File: config.mk
export PLATFORM = sky130hd
export DESIGN_NAME = stack_cpu_controller_flat
export DESIGN_NICKNAME = d
export VERILOG_FILES = /design/src/rtl/stack_cpu_controller_if.sv /design/src/rtl/stack_cpu_controller.sv /design/src/flat_wrapper.sv
export SDC_FILE = /design/constraint.sdc
export NUM_CORES = 1
export LEC_CHECK = 0
export BUFFER_PORTS_ARGS = -buffer_cell sky130_fd_sc_hd__buf_4
export CAP_MARGIN = 20
export CORE_MARGIN = 3
export CORE_UTILIZATION = 40
export CTS_BUF_LIST = sky130_fd_sc_hd__clkbuf_4
export DETAILED_ROUTE_END_ITERATION = 10
export GPL_TIMING_DRIVEN = 0
export HOLD_SLACK_MARGIN = 0.12
export PLACE_DENSITY = 0.61
export SLEW_MARGIN = 40
export SYNTH_ARGS = -nofsm -noshare
export SYNTH_HDL_FRONTEND = slang
export SYNTH_SLANG_ARGS = --single-unit
export TNS_END_PERCENT = 50
File: constraint.sdc
create_clock -name clk -period 1.7 [get_ports clk]
set_input_delay 0.085 -clock clk [delete_from_list [all_inputs] [get_ports clk]]
set_output_delay 0.085 -clock clk [all_outputs]
set_load 0.05 [all_outputs]
File: src/rtl/stack_cpu_controller_if.sv
// Control bus between the stack-machine controller (master) and its datapath (slave).
// Carries the IR opcode and zero flag in, and every strobe and mux select out.
interface stack_cpu_controller_if;
    logic [2:0] opc;
    logic       zero;
    logic       pcWriteUnCond;
    logic       pcWriteCond;
    logic       IorD;
    logic       memRead;
    logic       memWrite;
    logic       IRWrite;
    logic       MtoS;
    logic       push;
    logic       pop;
    logic       tos;
    logic       ldA;
    logic       ldB;
    logic       srcA;
    logic       srcB;
    logic       pcSrc;
    logic [1:0] aluOp;
    logic       fetchStart;

    modport master (
        input  opc, zero,
        output pcWriteUnCond, pcWriteCond, IorD, memRead, memWrite, IRWrite,
               MtoS, push, pop, tos, ldA, ldB, srcA, srcB, pcSrc, aluOp, fetchStart
    );

    modport slave (
        output opc, zero,
        input  pcWriteUnCond, pcWriteCond, IorD, memRead, memWrite, IRWrite,
               MtoS, push, pop, tos, ldA, ldB, srcA, srcB, pcSrc, aluOp, fetchStart
    );
endinterface

File: src/rtl/stack_cpu_controller.sv
// Multicycle Moore control FSM for the stack-machine datapath.
// Optional INSTR_COUNT_EN adds instrCount/cycleCount outputs.
module stack_cpu_controller (
    input  logic clk,
    input  logic rst,
    stack_cpu_controller_if.master bus
`ifdef INSTR_COUNT_EN
    ,
    output logic [15:0] instrCount,
    output logic [15:0] cycleCount
`endif
);
    localparam logic [2:0] OP_ADD  = 3'b000;
    localparam logic [2:0] OP_SUB  = 3'b001;
    localparam logic [2:0] OP_AND  = 3'b010;
    localparam logic [2:0] OP_NOT  = 3'b011;
    localparam logic [2:0] OP_PUSH = 3'b100;
    localparam logic [2:0] OP_POP  = 3'b101;
    localparam logic [2:0] OP_JMP  = 3'b110;
    localparam logic [2:0] OP_JZ   = 3'b111;

    typedef enum logic [3:0] {
        FETCH  = 4'd0,
        DECODE = 4'd1,
        POPA   = 4'd2,
        POPB   = 4'd3,
        EXEC   = 4'd4,
        PUSHR  = 4'd5,
        MEMRD  = 4'd6,
        PUSHM  = 4'd7,
        MEMWR  = 4'd8,
        JMP    = 4'd9,
        JZ     = 4'd10
    } stateT;

    typedef struct packed {
        logic       pcWriteUnCond;
        logic       pcWriteCond;
        logic       IorD;
        logic       memRead;
        logic       memWrite;
        logic       IRWrite;
        logic       MtoS;
        logic       push;
        logic       pop;
        logic       tos;
        logic       ldA;
        logic       ldB;
        logic       srcA;
        logic       srcB;
        logic       pcSrc;
        logic [1:0] aluOp;
        logic       fetchStart;
    } ctrlT;

    localparam ctrlT FETCH_CTRL = '{pcWriteUnCond: 1'b1, memRead: 1'b1, IRWrite: 1'b1,
                                    fetchStart: 1'b1, default: '0};

    function automatic ctrlT decodeCtrl(input stateT s, input logic [2:0] op);
        ctrlT c;
        c = '0;
        case (s)
            FETCH:  c = FETCH_CTRL;
            DECODE: c.tos = 1'b1;
            POPA:   begin c.pop = 1'b1; c.ldA = 1'b1; end
            POPB:   begin c.pop = 1'b1; c.ldB = 1'b1; end
            EXEC: begin
                c.srcA = 1'b1;
                c.srcB = 1'b1;
                case (op)
                    OP_SUB:  c.aluOp = 2'b01;
                    OP_AND:  c.aluOp = 2'b10;
                    OP_NOT:  c.aluOp = 2'b11;
                    default: c.aluOp = 2'b00;
                endcase
            end
            PUSHR:  c.push = 1'b1;
            MEMRD:  begin c.IorD = 1'b1; c.memRead = 1'b1; end
            PUSHM:  begin c.MtoS = 1'b1; c.push = 1'b1; end
            MEMWR:  begin c.IorD = 1'b1; c.memWrite = 1'b1; end
            JMP:    begin c.pcSrc = 1'b1; c.pcWriteUnCond = 1'b1; end
            JZ:     begin c.pcSrc = 1'b1; c.pcWriteCond = 1'b1; end
            default: c = '0;
        endcase
        return c;
    endfunction

    stateT stateReg;
    stateT stateNext;
    ctrlT  ctrlReg;
    ctrlT  ctrlOut;

    always_comb begin
        stateNext = FETCH;
        case (stateReg)
            FETCH: stateNext = DECODE;
            DECODE: begin
                case (bus.opc)
                    OP_PUSH: stateNext = MEMRD;
                    OP_JMP:  stateNext = JMP;
                    OP_JZ:   stateNext = JZ;
                    default: stateNext = POPA;
                endcase
            end
            POPA: begin
                case (bus.opc)
                    OP_NOT:  stateNext = EXEC;
                    OP_POP:  stateNext = MEMWR;
                    default: stateNext = POPB;
                endcase
            end
            POPB:    stateNext = EXEC;
            EXEC:    stateNext = PUSHR;
            MEMRD:   stateNext = PUSHM;
            default: stateNext = FETCH;
        endcase
    end

    // Outputs are registered alongside the state, decoded from the state being entered.
    always_ff @(posedge clk or negedge rst) begin
        if (!rst) begin
            stateReg <= FETCH;
            ctrlReg  <= FETCH_CTRL;
        end else begin
            stateReg <= stateNext;
            ctrlReg  <= decodeCtrl(stateNext, bus.opc);
        end
    end

    // Gating with rst kills every strobe the instant reset asserts, not at the next edge.
    assign ctrlOut = rst ? ctrlReg : '0;

    assign bus.pcWriteUnCond = ctrlOut.pcWriteUnCond;
    assign bus.pcWriteCond   = ctrlOut.pcWriteCond;
    assign bus.IorD          = ctrlOut.IorD;
    assign bus.memRead       = ctrlOut.memRead;
    assign bus.memWrite      = ctrlOut.memWrite;
    assign bus.IRWrite       = ctrlOut.IRWrite;
    assign bus.MtoS          = ctrlOut.MtoS;
    assign bus.push          = ctrlOut.push;
    assign bus.pop           = ctrlOut.pop;
    assign bus.tos           = ctrlOut.tos;
    assign bus.ldA           = ctrlOut.ldA;
    assign bus.ldB           = ctrlOut.ldB;
    assign bus.srcA          = ctrlOut.srcA;
    assign bus.srcB          = ctrlOut.srcB;
    assign bus.pcSrc         = ctrlOut.pcSrc;
    assign bus.aluOp         = ctrlOut.aluOp;
    assign bus.fetchStart    = ctrlOut.fetchStart;

    // The zero flag gates the PC write inside the datapath; the controller never branches on it.
    logic unused;
    assign unused = bus.zero;

`ifdef INSTR_COUNT_EN
    always_ff @(posedge clk or negedge rst) begin
        if (!rst) begin
            instrCount <= '0;
            cycleCount <= '0;
        end else begin
            cycleCount <= cycleCount + 16'd1;
            if (stateReg inside {PUSHR, PUSHM, MEMWR, JMP, JZ})
                instrCount <= instrCount + 16'd1;
        end
    end
`endif
endmodule

File: src/flat_wrapper.sv
// flat-port wrapper written by rule: the top's interface ports become plain ports
module stack_cpu_controller_flat 
  (clk, rst, bus_opc, bus_zero, bus_pcWriteUnCond, bus_pcWriteCond, bus_IorD, bus_memRead, bus_memWrite, bus_IRWrite, bus_MtoS, bus_push, bus_pop, bus_tos, bus_ldA, bus_ldB, bus_srcA, bus_srcB, bus_pcSrc, bus_aluOp, bus_fetchStart);
  stack_cpu_controller_if bus_i ();
  input  logic clk;
  input  logic rst;
  input wire logic [$bits(bus_i.opc)-1:0] bus_opc;
  input wire logic [$bits(bus_i.zero)-1:0] bus_zero;
  output wire logic [$bits(bus_i.pcWriteUnCond)-1:0] bus_pcWriteUnCond;
  output wire logic [$bits(bus_i.pcWriteCond)-1:0] bus_pcWriteCond;
  output wire logic [$bits(bus_i.IorD)-1:0] bus_IorD;
  output wire logic [$bits(bus_i.memRead)-1:0] bus_memRead;
  output wire logic [$bits(bus_i.memWrite)-1:0] bus_memWrite;
  output wire logic [$bits(bus_i.IRWrite)-1:0] bus_IRWrite;
  output wire logic [$bits(bus_i.MtoS)-1:0] bus_MtoS;
  output wire logic [$bits(bus_i.push)-1:0] bus_push;
  output wire logic [$bits(bus_i.pop)-1:0] bus_pop;
  output wire logic [$bits(bus_i.tos)-1:0] bus_tos;
  output wire logic [$bits(bus_i.ldA)-1:0] bus_ldA;
  output wire logic [$bits(bus_i.ldB)-1:0] bus_ldB;
  output wire logic [$bits(bus_i.srcA)-1:0] bus_srcA;
  output wire logic [$bits(bus_i.srcB)-1:0] bus_srcB;
  output wire logic [$bits(bus_i.pcSrc)-1:0] bus_pcSrc;
  output wire logic [$bits(bus_i.aluOp)-1:0] bus_aluOp;
  output wire logic [$bits(bus_i.fetchStart)-1:0] bus_fetchStart;
  assign bus_i.opc = bus_opc;
  assign bus_i.zero = bus_zero;
  assign bus_pcWriteUnCond = bus_i.pcWriteUnCond;
  assign bus_pcWriteCond = bus_i.pcWriteCond;
  assign bus_IorD = bus_i.IorD;
  assign bus_memRead = bus_i.memRead;
  assign bus_memWrite = bus_i.memWrite;
  assign bus_IRWrite = bus_i.IRWrite;
  assign bus_MtoS = bus_i.MtoS;
  assign bus_push = bus_i.push;
  assign bus_pop = bus_i.pop;
  assign bus_tos = bus_i.tos;
  assign bus_ldA = bus_i.ldA;
  assign bus_ldB = bus_i.ldB;
  assign bus_srcA = bus_i.srcA;
  assign bus_srcB = bus_i.srcB;
  assign bus_pcSrc = bus_i.pcSrc;
  assign bus_aluOp = bus_i.aluOp;
  assign bus_fetchStart = bus_i.fetchStart;
  stack_cpu_controller u_core (.clk(clk), .rst(rst), .bus(bus_i));
endmodule
==> results of run 1 <==
tightest hold or removal path: cells and delay by family:
kind,cells,cell delay [ps]
compound gates,1,90
buf+inv,2,230
flip-flops by register name, indices dropped and copies added (netlist names):
name,flops
u_core.ctrlReg,16
u_core.stateReg,4
power breakdown:
part           internal (mW)  switching (mW)
Clock                 0.0857           0.141
Sequential             0.640          0.0517
Combinational          0.331           0.610
Total                   1.06           0.803
cells in the mapped netlist, types with 3 or more instances:
cell type   n  share of area, %
and2_1     18                11
dfrtp_1    17                43
a21oi_1     5               2.5
buf_2       5               2.5
nor2_1      5               1.9
nor3_1      5               2.5
buf_4       3               2.3
dfstp_2     3               7.9
nand2_1     3               1.1
nand2b_1    3               1.9
nand3_1     3               1.5
nor4_1      3               1.9
o21ai_0     3               1.5
cells by family (layout without fill, tap and decap cells):
kind of cell,Yosys count,after routing,synth area share [%]
flops,20,20,50.8
xor+xnor,1,1,0.882
compound gates,18,18,11.7
simple gates,49,49,30.0
buf+inv,13,41,6.67
metrics by stage:
| stage | setup slack (ps) | power (mW) | std cells |
|---|---|---|---|
| CTS | 260 | 1.87 | 156 |
| floorplan | 360 | 1.40 | 101 |
| global placement | 305 | 1.62 | 151 |
| global route | 153 | 1.99 | 157 |
| finish | 251 | 1.86 | 157 |
| detailed placement | 279 | 1.64 | 151 |
cell usage in the layout, fill, tap and decap left out, types with 2 or more instances in the layout:
master    count
a211oi_1      2
a21oi_1       5
and2_1       18
buf_2         6
buf_4        25
clkbuf_1      2
clkbuf_4      3
dfrtp_1      17
dfstp_2       3
inv_2         2
nand2_1       3
nand2b_1      3
nand3_1       3
nor2_1        5
nor2b_1       2
nor3_1        5
nor3b_1       2
nor4_1        3
o211ai_1      2
o21ai_0       3
final timing paths:
kind	startpoint	end	slack, ps	cells after the start
worst min register to register	u_core.stateReg[3]	u_core.stateReg[0]	630	1
worst max-delay path	u_core.stateReg[2]	u_core.ctrlReg[9]	250	5
min in group asynchronous	rst	u_core.ctrlReg[15]	390	3
worst max register to register	u_core.stateReg[2]	u_core.ctrlReg[9]	250	5
worst min-delay path	bus_opc[0]	u_core.ctrlReg[6]	140	3
max in group asynchronous	rst	u_core.ctrlReg[0]	970	3
final cells by class:
cell class	count	share of cell area, %
sequential	20	40.8
multi-input combinational	68	34.2
timing repair buffer	24	14.6
buffer	10	4.46
tap	28	2.84
clock buffer	3	1.82
inverter	3	0.912
clock inverter	1	0.304
routing by layer:
metal	track usage (%)	part of all wire, %	vias up
met4	6.10	1.6	0
li1	-	-	406
met2	22.6	47	28
met3	2.55	5.8	5
met1	18.2	45	380
met5	0	0	-
==> metrics.md, run 1 <==
| Metric | Value |
|---|---|
| Register area | 504 µm² |
| Initial antenna violation count | 0 |
| Residual DRC | 0 |
| Syn Area/Cell | 9.84 µm² |
| Area post-placement | 1190 µm² |
| CTS clk-pin slew, worst paths | 110 ps |
| IO Count | 24 |
| Least-Margin Pin Slew | 436 ps |
| Die area | 3120 µm² |
| GR Util All Layers | 14.0% |
| Port bufs | 22 |
| Diode count | 0 |
| DR iter-0 viols | 18 |
| Post-synthesis sequential area ratio | 50.8% |
| Pleak | 0.589 nW |
| Crit-path leading delay family | simple AND/OR/NAND/NOR gates |
| Final Wtd Congestion | 0.809 |
| Mapped Area | 993 µm² |
| RSZ-0062 raised after global routing | no |
| Crit-path max cell delay | 400 ps |
| Final hold violations | 0 |
| Grt total ovfl | 0 |
| Hold_buf cts | 1 |
| Postcts setup bufs | 0 |
| Crit. End Element | flop |
| CTS Root Cell | clkbuf_4 |
| Syn nets | 107 |
| Initial Util | 43.7% |
| Final Cycle Share | 85.2% |
| Flops & latches, synth | 20 |
| Antenna-violating nets left | 0 |
| Slowest CP cell | dfrtp_1 |
| Total core area | 2280 µm² |
| Multi-input gate area | 423 µm² |
| Clk_lat worst skew | 300 ps |
| Asr flop ratio synth | 100% |
| Detail-routed net length per standard cell | 13.0 µm |
| Final core utilization | 54.3% |
| CP startpoint kind | flop |
| PwrDens | 1510 nW/µm² |
| Netlist cell types | 32 |
| Vias in the first global route | 793 |
| Fmax | 0.690 GHz |
| Via count | 819 |
| CTS resizes | 0 |
| Final Max Tran Viols | 0 |
| Cells after synthesis | 101 |
| Setup tns final | 0 ps |
| Site row count | 17 |
| Area grow syn2layout | 24.3% |
| Critical Path Fanout Max | 10 |
| Die height | 55.8 µm |
| Clock tree buffer depth | 2 |
| DR pass1 iterations | 4 |
| Worst Path Required | 1880 ps |
| DR vias/cell | 5.22 |
| Overall die width | 55.8 µm |
| CTS Buf Count | 3 |
| Max-cap violations | 0 |
| Critical path class | flop to flop |
| CTS tree | yes |
| WP buf/inv | 1 |
| Setup violators final | 0 |
| Share of layout cells above drive strength 1 | 31.8% |
| Status | finished, final reports clean |
| Hold_ws | 135 ps |
| Crit path cell chain | buf_2 > nor2_1 > nand2_1 > a21oi_1 > nor3b_1 |
| Slew margin rel. | 70.9% |
| Routed WL | 2.05 mm |
| IR drop worst, VDD | 0.833 mV |
| Critical Path AT | 1630 ps |
| HP Class | primary input to flop |
| Largest net degree at the start of global routing | 21 |
| Layout filler cell count | 209 |
| Fin area | 1230 µm² |
| Skew final | 6.49 ps |
| DP Wirelength | 1.36 mm |
| Top FF cell, synth | dfrtp_1 |
| H-tree depth | 1 |
| Clock sinks | 20 |
| Final net count | 136 |
| EDFF count, synth | 0 |
| Syn. warnings | 0 |
| Min Tclk post-route | 1450 ps |
| First-pass GRT wire length | 3.47 mm |
Note: power is estimated with default switching activity, not from simulation.
==> run 2, diff against run 1 <==
Settings changed: CELL_PAD_IN_SITES_DETAIL_PLACEMENT set to 0, CELL_PAD_IN_SITES_GLOBAL_PLACEMENT set to 2, CORE_UTILIZATION 40 to 33, CTS_BUF_LIST sky130_fd_sc_hd__clkbuf_4 to sky130_fd_sc_hd__clkbuf_2, PLACE_DENSITY 0.61 to 0.78, SKIP_LAST_GASP set to 1.
==> run 2 against run 1 <==
Net effect: global-route usage is 0.089 points higher; first-iteration DRC count fell by 56%; utilization is 8.4 points lower; hold slack better by 220 ps; cell area is 4.3% higher; clock power up 55%; via count is 1.6% higher; clock skew grew 8.0 ps; critical path depth up 1; wire length grew 10%; largest cell class unchanged.
==> metrics.md, run 2 (synthesis results as in run 1) <==
| Metric | Value |
|---|---|
| Top reg by flops | u_core.ctrlReg |
| Max-cap violations | 0 (unchanged) |
| Diode count | 0 (unchanged) |
| First-pass GRT wire length | 3.79 mm (+9.2%) |
| Setup violators final | 0 (unchanged) |
| Worst r2r src | u_core.stateReg[2] |
| Fmax | 0.694 GHz (+0.59%) |
| R2R depth | 4 (-1) |
| Total core area | 2810 µm² (+23%) |
| DR iter-0 viols | 8 (-10) |
| Slew margin rel. | 70.1% (-0.86 points) |
| Largest register FFs | 16 (unchanged) |
| Crit-path max cell delay | 530 ps (+130 ps) |
| Setup tns final | 0 ps (unchanged) |
| Final net count | 139 (+2.2%) |
| DR vias/cell | 5.10 (-2.2%) |
| Initial Util | 35.4% (-8.2 points) |
| Port bufs | 22 (unchanged) |
| Via count | 832 (+1.6%) |
| Die area | 3700 µm² (+19%) |
| Final hold violations | 0 (unchanged) |
| Critical Path Fanout Max | 3 (-7) |
| Final Cycle Share | 84.7% (-0.50 points) |
| Status | finished, final reports clean |
| Tot Pwr | 2.00 mW (+7.6%) |
| CTS tree | yes |
| Vias in the first global route | 837 (+5.5%) |
| CTS clk-pin slew, worst paths | 200 ps (+90 ps) |
| H-tree depth | 1 (unchanged) |
| GR Util All Layers | 14.0% (+0.089 points) |
| Initial antenna violation count | 0 (unchanged) |
| Clock sinks | 20 (unchanged) |
| CTS Root Cell | clkbuf_2 |
| Least-Margin Pin Slew | 449 ps (+12.8 ps) |
| Sw Share | 41.1% (-2.0 points) |
| Clk_lat worst skew | 320 ps (+20 ps) |
| Skew final | 14.5 ps (+8.04 ps) |
| Largest net degree at the start of global routing | 21 (unchanged) |
| Detail-routed net length per standard cell | 13.9 µm (+6.4%) |
| Area grow syn2layout | 29.6% |
| Critical Path AT | 1670 ps (+40 ps) |
| Most frequent cells in the layout | buf_4, and2_1, dfrtp_1 |
| Overall die width | 60.9 µm (+9.0%) |
| Final Wtd Congestion | 0.789 (-2.4%) |
| Die height | 60.9 µm (+9.0%) |
| IR drop worst, VDD | 0.543 mV (-35%) |
| Final Max Tran Viols | 0 (unchanged) |
| PwrDens | 1550 nW/µm² (+3.2%) |
| RR Endpoint | u_core.ctrlReg[9] |
| Worst Path Required | 1930 ps (+50 ps) |
| Routed WL | 2.26 mm (+10%) |
| Crit path cell chain | dlygate4sd3_1 > buf_4 > or4b_1 > a21oi_2 > nor4b_2 > nor3b_1 |
| Pleak | 0.613 nW (+4.0%) |
| Worst reg2reg setup slack | 280 ps (+30 ps) |
| Share of layout cells above drive strength 1 | 31.8% (+0.035 points) |
| Site row count | 19 (+2) |
| Crit. End Element | flop |
| Slowest CP cell | dlygate4sd3_1 |
| RSZ-0062 raised after global routing | no |
| Critical path class | primary input to flop |
| IO Count | 24 (unchanged) |
| Net Switching | 0.824 mW (+2.6%) |
| Commonest non-fill, non-tap cell in the layout | buf_4 |
| Crit-path leading delay family | simple AND/OR/NAND/NOR gates |
| Min Tclk post-route | 1440 ps (-8.44 ps) |
| Clock tree buffer depth | 2 (unchanged) |
| Antenna-violating nets left | 0 (unchanged) |
| DR pass1 iterations | 4 (unchanged) |
| DP Wirelength | 1.56 mm (+15%) |
| WP buf/inv | 2 (+1) |
| Clock Power Share | 17.6% (+5.4 points) |
| HP Class | primary input to asynchronous set/reset pin |
| Top flop regs | u_core.ctrlReg: 16 flops, u_core.stateReg: 4 flops |
| Flop pwr share | 34.6% (-2.6 points) |
| Residual DRC | 0 (unchanged) |
| CP startpoint kind | primary input |
| CTS Buf Count | 3 (unchanged) |
| Grt total ovfl | 0 (unchanged) |
| Combinational Power Share | 47.8% (-2.8 points) |
| Internal power | 1.18 mW (+11%) |
run 2: changes by cell type in the layout (fill, tap and decap cells not counted), sizes merged:
cell         before  now
bufinv            0    1
dlygate4sd3       1    4
clkinv            1    0
run 2: worst min-delay path, cell delays in order:
cell and delay, ps:
buf_4 120, dlygate4sd3_1 550, buf_2 390
run 2: timing repair:
item / 4_1_cts / 5_1_grt
endpoints found under the setup margin: 0 / 0
buffers inserted: 0 / 0
hold buffers: 4 / 1
hold endpoints to repair: 22 / 17
gates resized for setup: 0 / 0
run 2: cell type report:
type | count | area [µm²]
buffer | 10 | 55.1
clock buffer | 3 | 15.0
clock inverter | 1 | 30.0
fill | 282 | 1520
inverter | 3 | 11.3
multi-input combinational | 68 | 423
sequential | 20 | 504
tap | 31 | 38.8
timing repair buffer | 27 | 210
run 2: metrics by stage:
stage               util (%)  instance area, µm²  std cells  hold WS [ps]  setup slack, ps
detailed placement      42.7                1200        154         -2.27              291
CTS                     45.7                1280        162           483              267
global route            45.9                1290        163           375              202
finish                  45.9                1290        163           359              260
floorplan                  -                 993        101          -211              360
global placement        42.7                1200        154         -10.9              298
run 2: worst max path at each step:
| stage | cells past startpoint | slack (ps) | to | startpoint |
|---|---|---|---|---|
| 3_5_place_dp | 4 | 290 | u_core.ctrlReg[9] | u_core.stateReg[2] |
| 6_report | 6 | 260 | u_core.ctrlReg[9] | bus_opc[2] |
| 3_3_place_gp | 4 | 300 | u_core.ctrlReg[9] | u_core.stateReg[2] |
| 4_1_cts | 4 | 270 | u_core.ctrlReg[9] | u_core.stateReg[2] |
| 5_1_grt | 4 | 200 | u_core.ctrlReg[15] | u_core.stateReg[0] |
| 2_1_floorplan | 4 | 360 | u_core.ctrlReg[9] | u_core.stateReg[2] |
run 2: layer usage:
layer  GRT usage [%]  up-vias  routed length, µm
li1                -      409                  -
met1            15.9      405                993
met2            25.2       16               1160
met3            2.55        2                 86
met4            6.81        0                 16
met5               0        -                  0
run 2: power groups by stage:
stage                     registers, mW  clock network, mW  logic, mW
final                             0.693              0.352      0.956
after global routing              0.708              0.387       1.04
after CTS                         0.695              0.373      0.964
after detailed placement          0.706                  0      0.951
after global placement            0.700                  0      0.942
after floorplan                   0.686                  0      0.719
